File: src/rtl/ib_lut_loader_if.sv
// Entry-stream and IB-RAM write-port bundle for the IB LUT loader.
// master drives start/entries (config side); slave is the loader producing RAM writes.
`timescale 1ns/1ps
interface ib_lut_loader_if #(
    parameter int ENTRY_WIDTH = 4,
    parameter int PAGE_SIZE   = 4,
    parameter int ADDR_WIDTH  = 6
);
    logic                              start;
    logic                              in_valid;
    logic [ENTRY_WIDTH-1:0]            in_data;
    logic                              in_ready;
    logic                              ram_we;
    logic [ADDR_WIDTH-1:0]             ram_waddr;
    logic [PAGE_SIZE*ENTRY_WIDTH-1:0]  ram_wdata;
    logic                              busy;
    logic                              done;

    modport master (
        output start, in_valid, in_data,
        input  in_ready, ram_we, ram_waddr, ram_wdata, busy, done
    );

    modport slave (
        input  start, in_valid, in_data,
        output in_ready, ram_we, ram_waddr, ram_wdata, busy, done
    );
endinterface

File: src/rtl/ib_lut_loader.sv
// Packs PAGE_SIZE LUT entries per page word and writes pages into banked IB-RAM at bank-interleaved addresses.
// Write issued the cycle after a page's last entry is accepted; one entry/cycle, RAM port has no backpressure.
`timescale 1ns/1ps
module ib_lut_loader #(
    parameter int BANK_INTERLEAVE_TYPE = 0,
    parameter int BANK_INTERLEAVE_NUM  = 2,
    parameter int BANK_ADDR_WIDTH      = 1,
    parameter int PAGE_ADDR_WIDTH      = 5,
    parameter int ADDR_WIDTH           = 6,
    parameter int PAGE_SIZE            = 4,
    parameter int ENTRY_WIDTH          = 4,
    parameter int PAGE_NUM             = 32
) (
    input  logic            sys_clk,
    input  logic            sys_rst,
    ib_lut_loader_if.slave  lut
);
    localparam int SLOT_W = (PAGE_SIZE > 1) ? $clog2(PAGE_SIZE) : 1;
    localparam int WORD_W = PAGE_SIZE * ENTRY_WIDTH;
    localparam logic [SLOT_W-1:0]     LAST_SLOT = SLOT_W'(PAGE_SIZE - 1);
    localparam logic [ADDR_WIDTH-1:0] LAST_PAGE = ADDR_WIDTH'(BANK_INTERLEAVE_NUM * PAGE_NUM - 1);

    typedef enum logic [1:0] {S_IDLE, S_LOAD, S_DONE} state_t;

    state_t                 state, state_nxt;
    logic [SLOT_W-1:0]      slot;
    logic [ADDR_WIDTH-1:0]  lpage;
    logic [ADDR_WIDTH-1:0]  phys_addr;
    logic [WORD_W-1:0]      pack;
    logic [WORD_W-1:0]      page_word;
    logic                   ram_we_q;
    logic [ADDR_WIDTH-1:0]  ram_waddr_q;
    logic [WORD_W-1:0]      ram_wdata_q;
    logic                   accept;
    logic                   page_full;

    assign accept    = (state == S_LOAD) && lut.in_valid;
    assign page_full = (slot == LAST_SLOT);

    // Logical page counter's low bits pick the bank, so consecutive pages rotate across banks.
    generate
        if (BANK_INTERLEAVE_TYPE == 0) begin : g_bank_major
            assign phys_addr = {lpage[BANK_ADDR_WIDTH-1:0], lpage[ADDR_WIDTH-1:BANK_ADDR_WIDTH]};
        end else begin : g_page_major
            assign phys_addr = lpage;
        end
    endgenerate

    always_comb begin
        page_word = pack;
        page_word[slot*ENTRY_WIDTH +: ENTRY_WIDTH] = lut.in_data;
    end

    always_ff @(posedge sys_clk or posedge sys_rst) begin
        if (sys_rst) begin
            state <= S_IDLE;
        end else begin
            state <= state_nxt;
        end
    end

    always_comb begin
        state_nxt    = state;
        lut.in_ready = 1'b0;
        lut.done     = 1'b0;
        lut.busy     = (state != S_IDLE);
        case (state)
            S_IDLE: begin
                if (lut.start) state_nxt = S_LOAD;
            end
            S_LOAD: begin
                lut.in_ready = 1'b1;
                if (accept && page_full && (lpage == LAST_PAGE)) state_nxt = S_DONE;
            end
            S_DONE: begin
                lut.done  = 1'b1;
                state_nxt = S_IDLE;
            end
            default: state_nxt = S_IDLE;
        endcase
    end

    // A full page is committed straight from page_word, so the pack register is free for the next page.
    always_ff @(posedge sys_clk or posedge sys_rst) begin
        if (sys_rst) begin
            slot        <= '0;
            lpage       <= '0;
            pack        <= '0;
            ram_we_q    <= 1'b0;
            ram_waddr_q <= '0;
            ram_wdata_q <= '0;
        end else begin
            ram_we_q <= 1'b0;
            if ((state == S_IDLE) && lut.start) begin
                slot  <= '0;
                lpage <= '0;
            end else if (accept) begin
                if (page_full) begin
                    ram_we_q    <= 1'b1;
                    ram_waddr_q <= phys_addr;
                    ram_wdata_q <= page_word;
                    slot        <= '0;
                    lpage       <= lpage + 1'b1;
                end else begin
                    pack <= page_word;
                    slot <= slot + 1'b1;
                end
            end
        end
    end

    assign lut.ram_we    = ram_we_q;
    assign lut.ram_waddr = ram_waddr_q;
    assign lut.ram_wdata = ram_wdata_q;
endmodule

File: src/flat_wrapper.sv
// flat-port wrapper written by rule: the top's interface ports become plain ports
module ib_lut_loader_flat 
#(
    parameter int BANK_INTERLEAVE_TYPE = 0,
    parameter int BANK_INTERLEAVE_NUM  = 2,
    parameter int BANK_ADDR_WIDTH      = 1,
    parameter int PAGE_ADDR_WIDTH      = 5,
    parameter int ADDR_WIDTH           = 6,
    parameter int PAGE_SIZE            = 4,
    parameter int ENTRY_WIDTH          = 4,
    parameter int PAGE_NUM             = 32
)
  (sys_clk, sys_rst, lut_start, lut_in_valid, lut_in_data, lut_in_ready, lut_ram_we, lut_ram_waddr, lut_ram_wdata, lut_busy, lut_done);
  ib_lut_loader_if #(.ENTRY_WIDTH(ENTRY_WIDTH), .PAGE_SIZE(PAGE_SIZE), .ADDR_WIDTH(ADDR_WIDTH)) lut_i ();
  input  logic sys_clk;
  input  logic sys_rst;
  input wire logic [$bits(lut_i.start)-1:0] lut_start;
  input wire logic [$bits(lut_i.in_valid)-1:0] lut_in_valid;
  input wire logic [$bits(lut_i.in_data)-1:0] lut_in_data;
  output wire logic [$bits(lut_i.in_ready)-1:0] lut_in_ready;
  output wire logic [$bits(lut_i.ram_we)-1:0] lut_ram_we;
  output wire logic [$bits(lut_i.ram_waddr)-1:0] lut_ram_waddr;
  output wire logic [$bits(lut_i.ram_wdata)-1:0] lut_ram_wdata;
  output wire logic [$bits(lut_i.busy)-1:0] lut_busy;
  output wire logic [$bits(lut_i.done)-1:0] lut_done;
  assign lut_i.start = lut_start;
  assign lut_i.in_valid = lut_in_valid;
  assign lut_i.in_data = lut_in_data;
  assign lut_in_ready = lut_i.in_ready;
  assign lut_ram_we = lut_i.ram_we;
  assign lut_ram_waddr = lut_i.ram_waddr;
  assign lut_ram_wdata = lut_i.ram_wdata;
  assign lut_busy = lut_i.busy;
  assign lut_done = lut_i.done;
  ib_lut_loader #(.BANK_INTERLEAVE_TYPE(BANK_INTERLEAVE_TYPE), .BANK_INTERLEAVE_NUM(BANK_INTERLEAVE_NUM), .BANK_ADDR_WIDTH(BANK_ADDR_WIDTH), .PAGE_ADDR_WIDTH(PAGE_ADDR_WIDTH), .ADDR_WIDTH(ADDR_WIDTH), .PAGE_SIZE(PAGE_SIZE), .ENTRY_WIDTH(ENTRY_WIDTH), .PAGE_NUM(PAGE_NUM)) u_core (.sys_clk(sys_clk), .sys_rst(sys_rst), .lut(lut_i));
endmodule
File: config.mk
export PLATFORM = sky130hd
export DESIGN_NAME = ib_lut_loader_flat
export DESIGN_NICKNAME = d
export VERILOG_FILES = /design/src/rtl/ib_lut_loader_if.sv /design/src/rtl/ib_lut_loader.sv /design/src/flat_wrapper.sv
export SDC_FILE = /design/constraint.sdc
export NUM_CORES = 1
export LEC_CHECK = 0
export CORE_ASPECT_RATIO = 0.5
export CORE_MARGIN = 10
export CORE_UTILIZATION = 55
export CTS_BUF_LIST = sky130_fd_sc_hd__clkbuf_4
export DETAILED_ROUTE_END_ITERATION = 10
export GPL_TIMING_DRIVEN = 0
export PLACE_DENSITY = 0.8
export SLEW_MARGIN = 25
export SYNTH_ARGS = -nofsm -noshare
export SYNTH_HDL_FRONTEND = slang
export SYNTH_SLANG_ARGS = --single-unit
File: constraint.sdc
create_clock -name sys_clk -period 2.1 [get_ports sys_clk]
set_input_delay 0.42 -clock sys_clk [delete_from_list [all_inputs] [get_ports sys_clk]]
set_output_delay 0.42 -clock sys_clk [all_outputs]
set_load 0.02 [all_outputs]
Word level (Yosys, flattened, before mapping)
Cells that the tools add are included.

cells by class
  add/sub/neg operators = 3
  equal/unequal tests = 6
  shift-type cells = 2
  multiplexer cells = 15
  bitwise logic cells = 2
  reductions and logical operators = 12

operators by type and width
  cell                     number
  $neg 4->34               1
  $shift 4x34->16 const A  1
  $shiftx 4x34->16         1
  $mux 6                   3
  $bwmux 16                1
  $mux 2                   5
  $add 6x1->6 const B      1
  $eq 6x6->1 const B       1
  $reduce_and 3->1         2
  $reduce_bool 2->1        3
  $mux 1                   5
  $eq 2x2->1 const B       2
  $logic_and 1x1->1        4
  $ne 2x2->1 const B       2
  $pmux 2 s2               1
  $reduce_and 2->1         2
  $add 2x1->2 const B      1
  $eq 2x1->1 const B       1
  $logic_not 2->1          1
  $not 1->1                2

word-level totals
  flip-flop bits (word level) = 49
  word-level logic and storage cells = 47

Logic depth before layout (Yosys ltp)
Gate-level depths: netlist of the first run.

  depth after elaboration = 6
  gate-level depth with buffers = 7
  mapped depth without buffers = 5

Worst setup path before layout of the first run
No wires, ideal clock.

  kind = reg2reg
  from = reg u_core.slot[0]
  to = reg u_core.pack[10]
  library setup time = 0.121 ns
  data arrival time = 1.650 ns
  required time = 1.979 ns
  setup slack = 0.329 ns
  cell stages (with the launch flop) = 6
  path buffers = 0
  clock period less this slack = 1.771 ns
  path through = dfrtp_1 > inv_1 > ha_1 > and4bb_2 > and3_1 > a22o_1

on the way
  longest elaborated chain between the ends = 3
  elaborated cells between the ends (all ways) = 7
  those cells by class = add/sub (1); eq/ne (1); shift (2); mux (1); bitwise (1); reduce/logical (1)

ends and longest elaborated chain
  element                                         RTL line                                  source
  start: declaration                              ib_lut_loader.sv:26                       logic [SLOT_W-1:0] slot;
  start signal: assignment                        ib_lut_loader.sv:106                      slot <= slot + 1'b1;
  $neg 4->34 or $eq 2x2->1 (tied branches)        ib_lut_loader.sv:51, ib_lut_loader.sv:38
  $shiftx 4x34->16, or another cell as far along  ib_lut_loader.sv:51                       page_word[slot*ENTRY_WIDTH +: ENTRY_WIDTH] = lut.in_data;
  $bwmux 16 or $reduce_and 3->1 (tied branches)   --
  end signal: assignment                          ib_lut_loader.sv:105                      pack <= page_word;
  end: declaration                                ib_lut_loader.sv:29                       logic [WORD_W-1:0] pack;

Parallel ways exist; a longest one is shown, timed or not.
A chain may end at the register's enable or synchronous reset.

Worst setup path after layout of the first run
  from = reg u_core.slot[0]
  to = reg u_core.pack[11]

Same word-level chain as after synthesis.

==> results of run 1 <==
[registers in the layout (all words and copies together), names as in the netlist]
signal                count
u_core.state              2
u_core.pack              12
u_core.lpage              6
u_core.lut.ram_we         1
u_core.lut.ram_wdata     16
u_core.lut.ram_waddr      6
u_core.slot               2
[worst paths after layout]
kind | start | end | slack [ns]
worst max-delay path | u_core.slot[0] | u_core.pack[11] | 0.11
worst max register to register | u_core.slot[0] | u_core.pack[11] | 0.11
worst min-delay path | sys_rst | u_core.lpage[2] | 0.40
min in group sys_clk | u_core.lut.ram_waddr[5] | u_core.lut.ram_waddr[5] | 0.48
max in group asynchronous | sys_rst | u_core.pack[10] | 1.20
worst min register to register | u_core.lut.ram_waddr[5] | u_core.lut.ram_waddr[5] | 0.48
[kinds of logic after synthesis]
kind of cell             Yosys count
adder cells (fa/ha/maj)            6
AND/OR/NAND/NOR                   81
multiplexers                       4
AO/OA/AOI/OAI                     46
buffers and inverters             16
flip-flops                        45
[layout by cell type, fill, tap and decap left out, types with 2 or more instances in the layout]
cell and count:
dfrtp_1 43, clkdlybuf4s50_1 30, nand2_1 27, nor2_1 16, a22o_1 11, a21oi_1 9
inv_1 7, o21ai_0 7, nor2b_1 7, nand3_1 6, ha_1 6, clkbuf_4 6
nand4_1 4, a221oi_1 4, a31oi_1 4, a32oi_1 4, mux2i_1 3, and4bb_2 3
buf_4 2, or3_1 2, clkbuf_1 2, buf_2 2, nor4b_1 2, and4_1 2
a21o_1 2, a21bo_2 2, o31ai_1 2, clkinv_2 2, dlygate4sd2_1 2, dfrtp_2 2
[layout make-up]
class	instances	area, um^2	share of cell area (%)
Buffer	8	48.8	1.89
Clock buffer	6	45.0	1.75
Clock inverter	2	10.0	0.388
Inverter	8	30.0	1.16
Multi-Input combinational cell	137	897	34.8
Sequential cell	45	1130	43.7
Tap cell	51	63.8	2.47
Timing Repair Buffer	34	358	13.9
[through the flow]
stage | total power, mW | hold slack, ns | setup TNS (ns)
finish | 3.25 | 0.403 | 0
global route | 3.48 | 0.428 | 0
CTS | 3.26 | 0.411 | 0
detailed placement | 2.86 | 0.457 | 0
global placement | 2.80 | 0.458 | -10.71
floorplan | 2.24 | 0.441 | 0
[worst reg2reg max path: cells and delay by family (launching register included)]
kind	cells	cell delay, ns
AND/OR/NAND/NOR	2	0.54
adder cells (fa/ha/maj)	1	0.35
buffers and inverters	1	0.25
AO/OA/AOI/OAI	1	0.26
flip-flops	1	0.49
[synthesized netlist by cell type, types with 2 or more instances]
cell type / count
clkbuf_1: 2
and4_1: 2
o31ai_1: 2
a21oi_1: 9
nand3_1: 6
nand2_1: 27
o21ai_0: 7
mux2i_1: 3
a21o_1: 2
nor4b_1: 2
nand4_1: 4
inv_1: 8
ha_1: 6
nor2_1: 16
or3_1: 2
a21bo_2: 2
a32oi_1: 4
a22o_1: 11
buf_4: 2
nor2b_1: 7
and4bb_2: 3
dfrtp_1: 45
a31oi_1: 4
buf_2: 2
a221oi_1: 4
[report_power, final]
group	internal [mW]	leakage (nW)	total [mW]	switching (mW)
Combinational	0.670	0.568	1.46	0.789
Sequential	1.17	0.586	1.38	0.205
Clock	0.141	0.0354	0.413	0.272
Total	1.98	1.19	3.25	1.27
[routing by layer]
metal  GRT usage [%]  part of all wire (%)
met2            23.0                    48
met3            4.36                   6.9
met5               0                     0
met1            18.3                    44
met4            5.96                   1.5
[timing repair]
action	CTS	global route
endpoints found under the hold margin	0	0
endpoints found under the setup margin	2	10
resized for setup	2	3
==> flow_metrics.env, run 1 <==
export IMPL_layout_setup_ws_ns=0.109
export IMPL_fmax_mhz=502
export IMPL_cts_root_buffer="clkbuf_4"
export IMPL_clk_latency_ns=0.37
export IMPL_synth_simple_area_share_pct=21.5
export IMPL_finalNetCount=253
export IMPL_clockBufferDepth=2
export IMPL_max_stage_delay_ns=0.49
export IMPL_hp_class="in -> async"
export IMPL_cp_top_family="simple AND/OR/NAND/NOR gates"
export IMPL_antenna_found_initial=0
export IMPL_floorplan_die_width_um=107
export IMPL_final_hold_violation_count=0
export IMPL_rows=15
export IMPL_grt_pass1_vias=1583
export IMPL_antenna_cells=0
export IMPL_synthXorXnorAreaFrac_pct=0
export IMPL_worstPathCellList="inv_1 -> ha_1 -> and4bb_2 -> and3_1 -> a22o_1"
export IMPL_grt_max_degree=25
export IMPL_dpl_cell_area_um2=2520
export IMPL_firstDrtPassIters=4
export IMPL_track_usage_pct=14.6
export IMPL_cts_sinks=45
export IMPL_antenna_left=0
export IMPL_synthMuxAreaShare_pct=1.96
export IMPL_post_cts_setup_buffer_count=0
export IMPL_synthFlopType="dfrtp_1"
export IMPL_path_depth=5
export IMPL_setup_viol=0
export IMPL_vias=1662
export IMPL_h_tree_depth=2
export IMPL_fillers=244
export IMPL_synthTopCellsByArea="dfrtp_1, nand2_1, a22o_1"
export IMPL_drc=0
export IMPL_fin_crit_ns=1.99
export IMPL_routedWlPerCell_um=16.5
export IMPL_finalWeightedCongestion=0.837
export IMPL_seq_area_frac_synth_pct=53.6
export IMPL_synth_top_family_by_area="simple AND/OR/NAND/NOR gates"
export IMPL_synth_top_area_share_pct=53.6
export IMPL_finalNonFillerCells=291
export IMPL_cp_slowest_cell="dfrtp_2"
export IMPL_synthesis_nets=212
export IMPL_worstSetupStartpointType="flip-flop"
export IMPL_yosys_register_bits=45
export IMPL_final_util_pct=72.8
export IMPL_synthDistinctLibCells=41
export IMPL_cts_made_buffers=5
export IMPL_irDropWorstVdd_mv=0.749
export IMPL_ioPinCount=34
export IMPL_dp_slack_ns=0.0883
export IMPL_viasPerCell=5.71
export IMPL_fin_worst_skew_ns=0.0127
export IMPL_place_hpwl_um=3530
export IMPL_portBuffers=33
export IMPL_die_h_um=63.7
export IMPL_synth_area_um2=2100
export IMPL_syn_to_final_growth_pct=22.8
export IMPL_hold_buffers=0
export IMPL_dieArea_um2=6840
export IMPL_run_status="completed"
export IMPL_routed_wl_um=4810
export IMPL_path_buf_inv=1
export IMPL_tightest_slew_ns=0.544
export IMPL_start_util_pct=59.3
export IMPL_synth_area_leader_cell="dfrtp_1"
export IMPL_place_inst=283
export IMPL_power_density_nw_per_um2=1260
export IMPL_crit_path_max_fanout=10
export IMPL_drt_iter0_markers=83
export IMPL_grt_ovfl_total=0
export IMPL_grt_pass1_wl_um=8000
export IMPL_arrival_ns=2.25
export IMPL_critPathKind="reg -> reg"
export IMPL_synthCells=198
export IMPL_synth_edff_count=0
export IMPL_rsz0062_at_grt="false"
export IMPL_end_kind="flip-flop"
export IMPL_max_slew_margin_pct=63.7
export IMPL_ys_warnings_count=0
export IMPL_synth_fa_ha_area_share_pct=3.57
export IMPL_period_share_pct=94.8
export IMPL_maxCapViolCount=0
export IMPL_cp_required_ns=2.36
export IMPL_r2r_cells=5
export IMPL_slew_violations=0
export IMPL_finalInstanceArea_um2=2580
export IMPL_clk_pin_slew_ns=0.13
export IMPL_syn_area_per_cell_um2=10.6
export IMPL_cts_tree="built"
export IMPL_synth_compound_area_share_pct=15.7
export IMPL_cellLeakagePower_nw=1.19
export IMPL_drive_gt1_share_pct=11.3
export IMPL_ys_async_sr_fraction_pct=100
export IMPL_core_area_um2=3550
Power figures use the tool's default switching activity.
==> run 2: changes to the inputs <==
--- a/config.mk
+++ b/config.mk
@@ -16,3 +16,4 @@
 export SYNTH_ARGS = -nofsm -noshare
 export SYNTH_HDL_FRONTEND = slang
 export SYNTH_SLANG_ARGS = --single-unit
+export TNS_END_PERCENT = 1
==> results of run 2 <==
The final DEF is identical to that of run 1; final timing and power are the same.
==> run 3: changes to the inputs <==
--- a/config.mk
+++ b/config.mk
@@ -11,6 +11,7 @@
 export CTS_BUF_LIST = sky130_fd_sc_hd__clkbuf_4
 export DETAILED_ROUTE_END_ITERATION = 10
 export GPL_TIMING_DRIVEN = 0
+export HOLD_SLACK_MARGIN = 0.02
 export PLACE_DENSITY = 0.8
 export SLEW_MARGIN = 25
 export SYNTH_ARGS = -nofsm -noshare
==> constraint.sdc (replaced) <==
create_clock -name sys_clk -period 1.9 [get_ports sys_clk]
set_input_delay 0.38 -clock sys_clk [delete_from_list [all_inputs] [get_ports sys_clk]]
set_output_delay 0.38 -clock sys_clk [all_outputs]
set_load 0.02 [all_outputs]
==> run 3 against run 2 <==
Effect of this change:
- flip-flop and latch count did not move
- clock power rose by 11%
- non-clock buffer count rose by 4
- wire length rose by 1.2%
- maximum frequency rose by 9.2%
- combinational power rose by 18%
- worst setup slack got worse by 0.032 ns
- final area rose by 1.6%
- core utilization rose by 1.2 points
- final cell count rose by 1.4%
- critical path depth did not move
==> flow_metrics.env, run 3 (synthesis results as in run 1) <==
export IMPL_run_status="completed"
export IMPL_finalInstanceArea_um2=2620
export IMPL_fin_worst_skew_ns=0.0109
export IMPL_place_hpwl_um=3530
export IMPL_drc=0
export IMPL_cts_tree="built"
export IMPL_cts_root_buffer="clkbuf_4"
export IMPL_h_tree_depth=2
export IMPL_cts_sinks=45
export IMPL_grt_ovfl_total=0
export IMPL_max_slew_margin_pct=63.5
export IMPL_ioPinCount=34
export IMPL_arrival_ns=2.08
export IMPL_antenna_cells=0
export IMPL_routedWlPerCell_um=16.5
export IMPL_firstDrtPassIters=4
export IMPL_portBuffers=33
export IMPL_power_density_nw_per_um2=1410
export IMPL_reg2reg_slack_ns=0.08
export IMPL_setup_viol=0
export IMPL_dpl_cell_area_um2=2520
export IMPL_drt_iter0_markers=66
export IMPL_tns_ns=0
export IMPL_grt_max_degree=25
export IMPL_cellLeakagePower_nw=1.20
export IMPL_maxCapViolCount=0
export IMPL_fmax_mhz=548
export IMPL_dieArea_um2=6840
export IMPL_viasPerCell=5.66
export IMPL_irDropWorstVdd_mv=0.832
export IMPL_end_kind="flip-flop"
export IMPL_floorplan_die_width_um=107
export IMPL_period_share_pct=96.0
export IMPL_cp_required_ns=2.15
export IMPL_final_hold_violation_count=0
export IMPL_start_util_pct=59.3
export IMPL_clk_latency_ns=0.36
export IMPL_place_inst=283
export IMPL_drive_gt1_share_pct=14.3
export IMPL_die_h_um=63.7
export IMPL_final_cell_mix="dfrtp_1, clkdlybuf4s50_1, nand2_1"
export IMPL_grt_pass1_wl_um=8070
export IMPL_syn_to_final_growth_pct=24.8
export IMPL_hold_buffers=0
export IMPL_tightest_slew_ns=0.546
export IMPL_vias=1669
export IMPL_routed_wl_um=4870
export IMPL_finalNonFillerCells=295
export IMPL_largest_register_ffs=16
export IMPL_cts_made_buffers=5
export IMPL_fillers=232
export IMPL_hp_class="in -> async"
export IMPL_clk_pin_slew_ns=0.13
export IMPL_rows=15
export IMPL_final_util_pct=74.0
export IMPL_final_common_cell="dfrtp_1"
export IMPL_track_usage_pct=14.7
export IMPL_core_area_um2=3550
export IMPL_crit_path_max_fanout=9
export IMPL_slew_violations=0
export IMPL_critPathKind="reg -> reg"
export IMPL_finalWeightedCongestion=0.837
export IMPL_r2r_start="u_core.slot[0]"
export IMPL_antenna_left=0
export IMPL_finalNetCount=257
export IMPL_clockBufferDepth=2
export IMPL_startpoint="u_core.slot[0]"
export IMPL_worstSetupStartpointType="flip-flop"
export IMPL_fin_crit_ns=1.82
export IMPL_antenna_found_initial=0
export IMPL_grt_pass1_vias=1593
run 3: cell types whose count changed in the layout (fill, tap and decap cells not counted), sizes merged:
| cell | delta |
|---|---|
| clkinvlp | +1 |
| inv | -1 |
| buf | +4 |
| dlymetal6s2s | -1 |
| clkdlybuf4s15 | +1 |
| dlygate4sd2 | -1 |
| clkbuf | +1 |
run 3: area by class of cell:
cell class	instances	area (um^2)	area share, %
clock buffer	6	45.0	1.72
multi-input combinational	137	912	34.8
inverter	8	33.8	1.29
sequential	45	1130	43.0
clock inverter	2	10.0	0.381
buffer	8	48.8	1.86
tap	51	63.8	2.43
timing repair buffer	38	382	14.5
run 3: through the flow:
step | power [mW] | worst slack, ns | hold WS [ns]
floorplan | 2.48 | 0.129 | 0.441
global placement | 3.09 | -0.400 | 0.458
CTS | 3.65 | 0.00344 | 0.371
finish | 3.70 | 0.0767 | 0.366
global route | 3.96 | -0.00528 | 0.388
detailed placement | 3.17 | -0.112 | 0.457
run 3: per-layer routing:
layer,vias to the layer above,GRT usage [%],share of wire [%],wire length [um]
met5,-,0,0,0
met4,0,5.96,1.5,71
met3,7,4.36,6.5,315
met2,46,23.2,49,2370
met1,805,18.4,43,2120
li1,811,-,-,-
run 3: worst paths after layout:
path / end / cells past startpoint
max: u_core.pack[10] / 5
min: u_core.lpage[2] / 2
max reg2reg: u_core.pack[10] / 5
min reg2reg: u_core.lut.ram_waddr[5] / 2
max in group asynchronous: u_core.lut.ram_wdata[11] / 3
min in group sys_clk: u_core.lut.ram_waddr[5] / 2
run 3: worst max-delay path, stage by stage (launching register included):
cell and delay [ns]:
dfrtp_2 0.49, clkinvlp_4 0.19, ha_4 0.27, and4bb_2 0.27, and3_1 0.24, a22o_1 0.25
run 3: timing repair:
action	CTS	global route
setup buffers	0	4
pin swaps	0	1
gates resized for setup	6	5
endpoints found under the setup margin	13	12
run 3: power by group:
| group | internal (mW) | switching (mW) |
|---|---|---|
| sequential | 1.30 | 0.229 |
| combinational | 0.817 | 0.900 |
| clock | 0.156 | 0.302 |
==> edit 1: new RTL, config.mk and constraints of run 1 <==
`PAGE_SIZE` is set to 4 in 3 places; all go to 8.
--- a/src/rtl/ib_lut_loader_if.sv
+++ b/src/rtl/ib_lut_loader_if.sv
@@ -5,3 +5,3 @@
     parameter int ENTRY_WIDTH = 4,
-    parameter int PAGE_SIZE   = 4,
+    parameter int PAGE_SIZE   = 8,
     parameter int ADDR_WIDTH  = 6
--- a/src/rtl/ib_lut_loader.sv
+++ b/src/rtl/ib_lut_loader.sv
@@ -9,3 +9,3 @@
     parameter int ADDR_WIDTH           = 6,
-    parameter int PAGE_SIZE            = 4,
+    parameter int PAGE_SIZE            = 8,
     parameter int ENTRY_WIDTH          = 4,
--- a/src/flat_wrapper.sv
+++ b/src/flat_wrapper.sv
@@ -8,3 +8,3 @@
     parameter int ADDR_WIDTH           = 6,
-    parameter int PAGE_SIZE            = 4,
+    parameter int PAGE_SIZE            = 8,
     parameter int ENTRY_WIDTH          = 4,
Interface: changed (resized lut_ram_wdata); port bits go from 34 to 50. The function was not compared with the original's and may differ.
==> edit 1 against run 1 <==
The run now ends with setup timing left; power increased by 120%; cell area increased by 100%; sequential cell count increased by 37; synthesized area increased by 90%; routed wire length increased by 130%; worst setup slack got worse by 290 ps; clock power increased by 120%; maximum frequency decreased by 13%; critical path type unchanged; highest routed layer unchanged.
==> edit 1: results (changes against run 1) <==
| Metric | Value |
|---|---|
| Transition time of the tightest slew-check pin | 849 ps (was 544 ps) |
| Initial antenna violation count | 0 (unchanged) |
| Unique masters post-synth | 44 (was 41) |
| Fill cell count | 428 (was 244) |
| First-pass DRT Iterations | 5 (was 4) |
| DRT iter0 DRCs | 312 (was 83) |
| DP Area | 0.00478 mm2 (was 0.00252 mm2) |
| Layout Skew | 18.4 ps (was 12.7 ps) |
| Worst-path clk slew | 130 ps (about the same) |
| Root Driver | clkbuf_4 (unchanged) |
| GPL Wtd Cong | 0.902 (was 0.837) |
| Ys async rst share | 100% (unchanged) |
| Worst VDD drop | 826 uV (was 749 uV) |
| Layout cells sized above 1 | 30.2% (was 11.3%) |
| Nets | 464 (was 253) |
| Vias in the first global route | 3281 (was 1583) |
| Clock Latency Late Sink | 460 ps (was 370 ps) |
| Violated checks | setup timing |
| Antenna diode count | 0 (unchanged) |
| Number of buffers created by CTS | 9 (was 5) |
| GRT Util Overall | 19.1% (was 14.6%) |
| Crit path DAT | 2650 ps (was 2250 ps) |
| Drt wl/cell | 20.7 um (was 16.5 um) |
| Final Setup Violations | 48 (was 0) |
| Post-synth net total | 381 (was 212) |
| Post-synth top cells | dfrtp_1, nand2_1, o21ai_0 (was dfrtp_1, nand2_1, nor2_1) |
| Final antenna-violating net count | 0 (unchanged) |
| Synth warnings | 0 (unchanged) |
| Max clock buf depth | 2 (unchanged) |
| Type of the tightest min-delay check | in2async (unchanged) |
| Reg area | 0.00205 mm2 (was 0.00113 mm2) |
| Status | finished, violations left (was finished, final reports clean) |
| Vias per cell | 6.11 (was 5.71) |
| Synth top area cells | dfrtp_1, mux2_2, o21ai_0 (was dfrtp_1, nand2_1, a22o_1) |
| Final worst slack | -184 ps (was 109 ps) |
| Fmax | 0.438 GHz (was 0.502 GHz) |
| First-pass GRT wire length | 17.1 mm (was 8.00 mm) |
| Critical path fanouts, max | 10 (unchanged) |
| Sequential share of the synthesized area | 51.4% (was 53.6%) |
| Leak | 2.29 nW (was 1.19 nW) |
| Detailed Place HPWL | 7.31 mm (was 3.53 mm) |
| Largest net degree at the start of global routing | 29 (was 25) |
| Port Buffers | 49 (was 33) |
| CTS H-tree depth | 3 (was 2) |
| Setup TNS | -3030 ps (was 0 ps) |
-- edit 1: cell types whose count changed after synthesis, sizes merged, moves of 11 or more --
cell / run 1 / this run
dfrtp: 45 / 82
mux2: 1 / 33
o21ai: 7 / 34
nand3: 6 / 26
a31oi: 4 / 18
nand2: 27 / 38
-- edit 1: timing repair --
action	in CTS	in global routing
gates cloned	1	0
hold buffers	0	0
pin swaps	6	11
setup buffers	14	7
gates resized for setup	55	16
setup endpoints to repair	69	72
-- edit 1: through the flow --
stage	std cells	hold WS, ps	worst slack (ps)
after floorplan	365	473	-147
after detailed placement	508	468	-410
after CTS	536	369	-35.7
after global placement	506	458	-340
after global routing	543	393	-203
final	543	368	-184
-- edit 1: critical path, stage by stage, from the launching register on --
cell and delay [ps]:
dfrtp_1 430, buf_6 140, buf_4 180, nor3_2 640, buf_2 380, o21ai_0 170
a31oi_1 240
-- edit 1: layout make-up --
cell class | count | share of cell area, %
well taps | 92 | 2.19
flip-flops and latches | 82 | 39.1
plain buffers | 23 | 3.53
clock buffers | 10 | 1.43
repair buffers | 73 | 13.3
multi-input cells | 253 | 39.0
clock inverters | 4 | 0.858
inverters | 6 | 0.596
-- edit 1: logic make-up (layout without fill, tap and decap cells) --
| kind of cell | count (synthesis) | in the layout | share of synthesized area, % |
|---|---|---|---|
| AOI/OAI and AO/OA | 64 | 64 | 9.38 |
| adders and majority gates | 8 | 8 | 2.51 |
| buffers and inverters | 30 | 116 | 3.48 |
| DFF | 82 | 82 | 51.4 |
| and+or+nand+nor | 135 | 135 | 20.3 |
| muxes | 46 | 46 | 13.0 |
-- edit 1: metal layers --
layer	vias to the layer above	routed length (um)	track usage, %
li1	1482	-	-
met1	1673	4910	24.7
met2	139	5180	28.3
met3	22	913	6.46
met4	0	245	8.91
met5	-	0	0
-- edit 1: report_power, final --
group | leakage (nW) | internal [W] | switching [W]
logic | 1.13 | 0.00190 | 0.00202
registers | 1.09 | 0.00210 | 0.000329
clock network | 0.0634 | 0.000356 | 0.000534
-- edit 1: worst paths after layout --
kind                                                     startpoint                                    to  slack [ps]  cells after the start
max in group asynchronous                                   sys_rst            u_core.pack[9]$_DFFE_PP0P_        1180                      3
min in group sys_clk            u_core.lut.ram_waddr[0]$_DFFE_PP0P_   u_core.lut.ram_waddr[0]$_DFFE_PP0P_         490                      2
worst max-delay path                     u_core.slot[0]$_DFFE_PP0P_  u_core.lut.ram_wdata[29]$_DFFE_PP0P_        -180                      6
worst max register to register           u_core.slot[0]$_DFFE_PP0P_  u_core.lut.ram_wdata[29]$_DFFE_PP0P_        -180                      6
worst min register to register  u_core.lut.ram_waddr[0]$_DFFE_PP0P_   u_core.lut.ram_waddr[0]$_DFFE_PP0P_         490                      2
worst min-delay path                                        sys_rst   u_core.lut.ram_wdata[1]$_DFFE_PP0P_         370                      2
==> edit 2: new RTL, config.mk and constraints of run 1 <==
Without the edit above. Make the reset (`sys_rst`) synchronous in 2 clocked blocks.
--- a/src/rtl/ib_lut_loader.sv
+++ b/src/rtl/ib_lut_loader.sv
@@ -53,3 +53,3 @@
 
-    always_ff @(posedge sys_clk or posedge sys_rst) begin
+    always_ff @(posedge sys_clk) begin
         if (sys_rst) begin
@@ -83,3 +83,3 @@
     // A full page is committed straight from page_word, so the pack register is free for the next page.
-    always_ff @(posedge sys_clk or posedge sys_rst) begin
+    always_ff @(posedge sys_clk) begin
         if (sys_rst) begin
Check against the original RTL: differs if sys_rst is asserted again (counterexample within 4 cycles, from zero or initial values and one cycle with sys_rst high); with sys_rst held inactive, the same outputs for 10 cycles.
==> edit 2 against run 1 <==
Count of clock-buffer cells in the layout unchanged; sequential share of layout area decreased by 5.6 points; non-clock buffer count rose by 4; synthesized area increased by 1.4%; cell area about the same; die area is 1.1% higher; routed wire length grew 9.3%; sequential cell count grew 4; register-to-register slack gained 130 ps; worst setup slack got worse by 5.3 ps; highest routed layer unchanged.
Power is not compared: it rests on default switching activity, and its combinational part moved more than twofold at a synthesized area within 25%.
==> edit 2: results (changes against run 1) <==
| Metric | Value |
|---|---|
| Synth top area cells | dfxtp_1, a21oi_1, o21ai_1 (was dfrtp_1, nand2_1, a22o_1) |
| Detailed Place HPWL | 4.01 mm (was 3.53 mm) |
| DRT iter0 DRCs | 148 (was 83) |
| Number of buffers created by CTS | 5 (unchanged) |
| Worst VDD drop | 330 uV |
| Largest net degree at the start of global routing | 14 (was 25) |
| Slowest cell on crit path | clkdlybuf4s50_1 (was dfrtp_2) |
| Ys async rst share | 0% (was 100%) |
| Type of the tightest min-delay check | reg2reg (was in2async) |
| Nets | 299 (was 253) |
| Initial antenna violation count | 0 (unchanged) |
| Vias in the first global route | 1880 (was 1583) |
| Post-synth net total | 260 (was 212) |
| Max clock buf depth | 2 (unchanged) |
| Port Buffers | 32 (was 33) |
| FF-to-FF setup slack | 240 ps (was 110 ps) |
| First-pass GRT wire length | 9.03 mm (was 8.00 mm) |
| Drt wl/cell | 15.7 um (was 16.5 um) |
| Syn Area/Cell | 8.70 um2 (was 10.6 um2) |
| DP Area | 0.00252 mm2 (about the same) |
| Post-synth top cells | dfxtp_1, a21oi_1, nand2_1 (was dfrtp_1, nand2_1, nor2_1) |
| Vias per cell | 5.87 (was 5.71) |
| Unique masters post-synth | 37 (was 41) |
| Family with the most delay on the worst path | buffers and inverters (was simple AND/OR/NAND/NOR gates) |
| Non-Filler Instances | 335 (was 291) |
| Critical path fanouts, max | 9 (was 10) |
| Post-placement cell count | 328 (was 283) |
| Ys flop type | dfxtp_1 (was dfrtp_1) |
| Reg2Reg Depth | 5 (unchanged) |
| Leak | 0.942 nW |
| Layout Skew | 7.64 ps (was 12.7 ps) |
| Critical path's largest stage delay | 610 ps (was 490 ps) |
| GPL Wtd Cong | 0.987 (was 0.837) |
| Status | finished, final reports clean (unchanged) |
| Sequential share of the synthesized area | 46.0% (was 53.6%) |
| GRT Util Overall | 15.8% (was 14.6%) |
| Transition time of the tightest slew-check pin | 578 ps (was 544 ps) |
| Hold depth | 2 |
| Synth warnings | 0 (unchanged) |
| Root Driver | clkbuf_4 (unchanged) |
| Layout cells sized above 1 | 5.63% (was 11.3%) |
| CTS H-tree depth | 2 (unchanged) |
| Crit path DAT | 1580 ps (was 2250 ps) |
==> edit 2: final timing paths <==
kind                                         from                                   end
min          u_core.lut.ram_waddr[4]$_SDFFE_PP0P_  u_core.lut.ram_waddr[4]$_SDFFE_PP0P_
max reg2reg           u_core.slot[0]$_SDFFE_PP0N_          u_core.pack[11]$_SDFFE_PP0P_
max                  u_core.state[0]$_SDFFE_PP0P_                              lut_done
min reg2reg  u_core.lut.ram_waddr[4]$_SDFFE_PP0P_  u_core.lut.ram_waddr[4]$_SDFFE_PP0P_
==> edit 2: layout make-up <==
| cell class | instances | area [um2] |
|---|---|---|
| inverters | 17 | 63.8 |
| flip-flops and latches | 49 | 983 |
| well taps | 51 | 63.8 |
| multi-input cells | 165 | 1040 |
| repair buffers | 32 | 322 |
| clock inverters | 1 | 3.75 |
| fillers | 289 | 1000 |
| clock buffers | 6 | 45.0 |
| plain buffers | 14 | 56.3 |
==> edit 2: stage by stage <==
stage	hold slack, ps	utilization, %	power, W	worst slack, ps
finish	465	72.0	0.00147	104
global route	492	72.0	0.00152	29.0
CTS	468	71.8	0.00147	42.2
detailed placement	451	70.2	0.00107	42.6
global placement	440	70.2	0.00106	124
floorplan	449	-	0.00102	441
==> edit 2: metal layers <==
| metal | GRT usage, % | wire (um) |
|---|---|---|
| met2 | 25.7 | 2420 |
| met1 | 20.0 | 2300 |
| met4 | 4.30 | 44 |
| met5 | 0 | 0 |
| met3 | 4.70 | 492 |
==> edit 2: power breakdown <==
group / internal (W) / leakage [nW] / switching (W)
Combinational: 0.0000366 / 0.517 / 0.0000719
Sequential: 0.000935 / 0.396 / 0.00000463
Clock: 0.000135 / 0.0292 / 0.000284
Total: 0.00111 / 0.942 / 0.000360
==> edit 2: repair_timing <==
action / CTS / global route
gates resized for setup: 2 / 4
setup endpoints to repair: 5 / 19
setup buffers: 0 / 0
pin swaps: 0 / 0
==> edit 2: tightest hold or removal path, cell delays in order, from the launching register on <==
cell and delay (ps):
dfxtp_1 330, nand2_1 50, a21oi_1 50
==> edit 2: kinds of logic (layout without fill, tap and decap cells) <==
group,Yosys count,after routing,synth area share (%)
DFF,49,49,46.0
muxes,2,2,0.939
AOI/OAI and AO/OA,80,80,22.6
and+or+nand+nor,75,75,20.3
adders and majority gates,7,7,4.11
xor gates and xnor gates,1,1,0.411
buffers and inverters,31,70,5.63
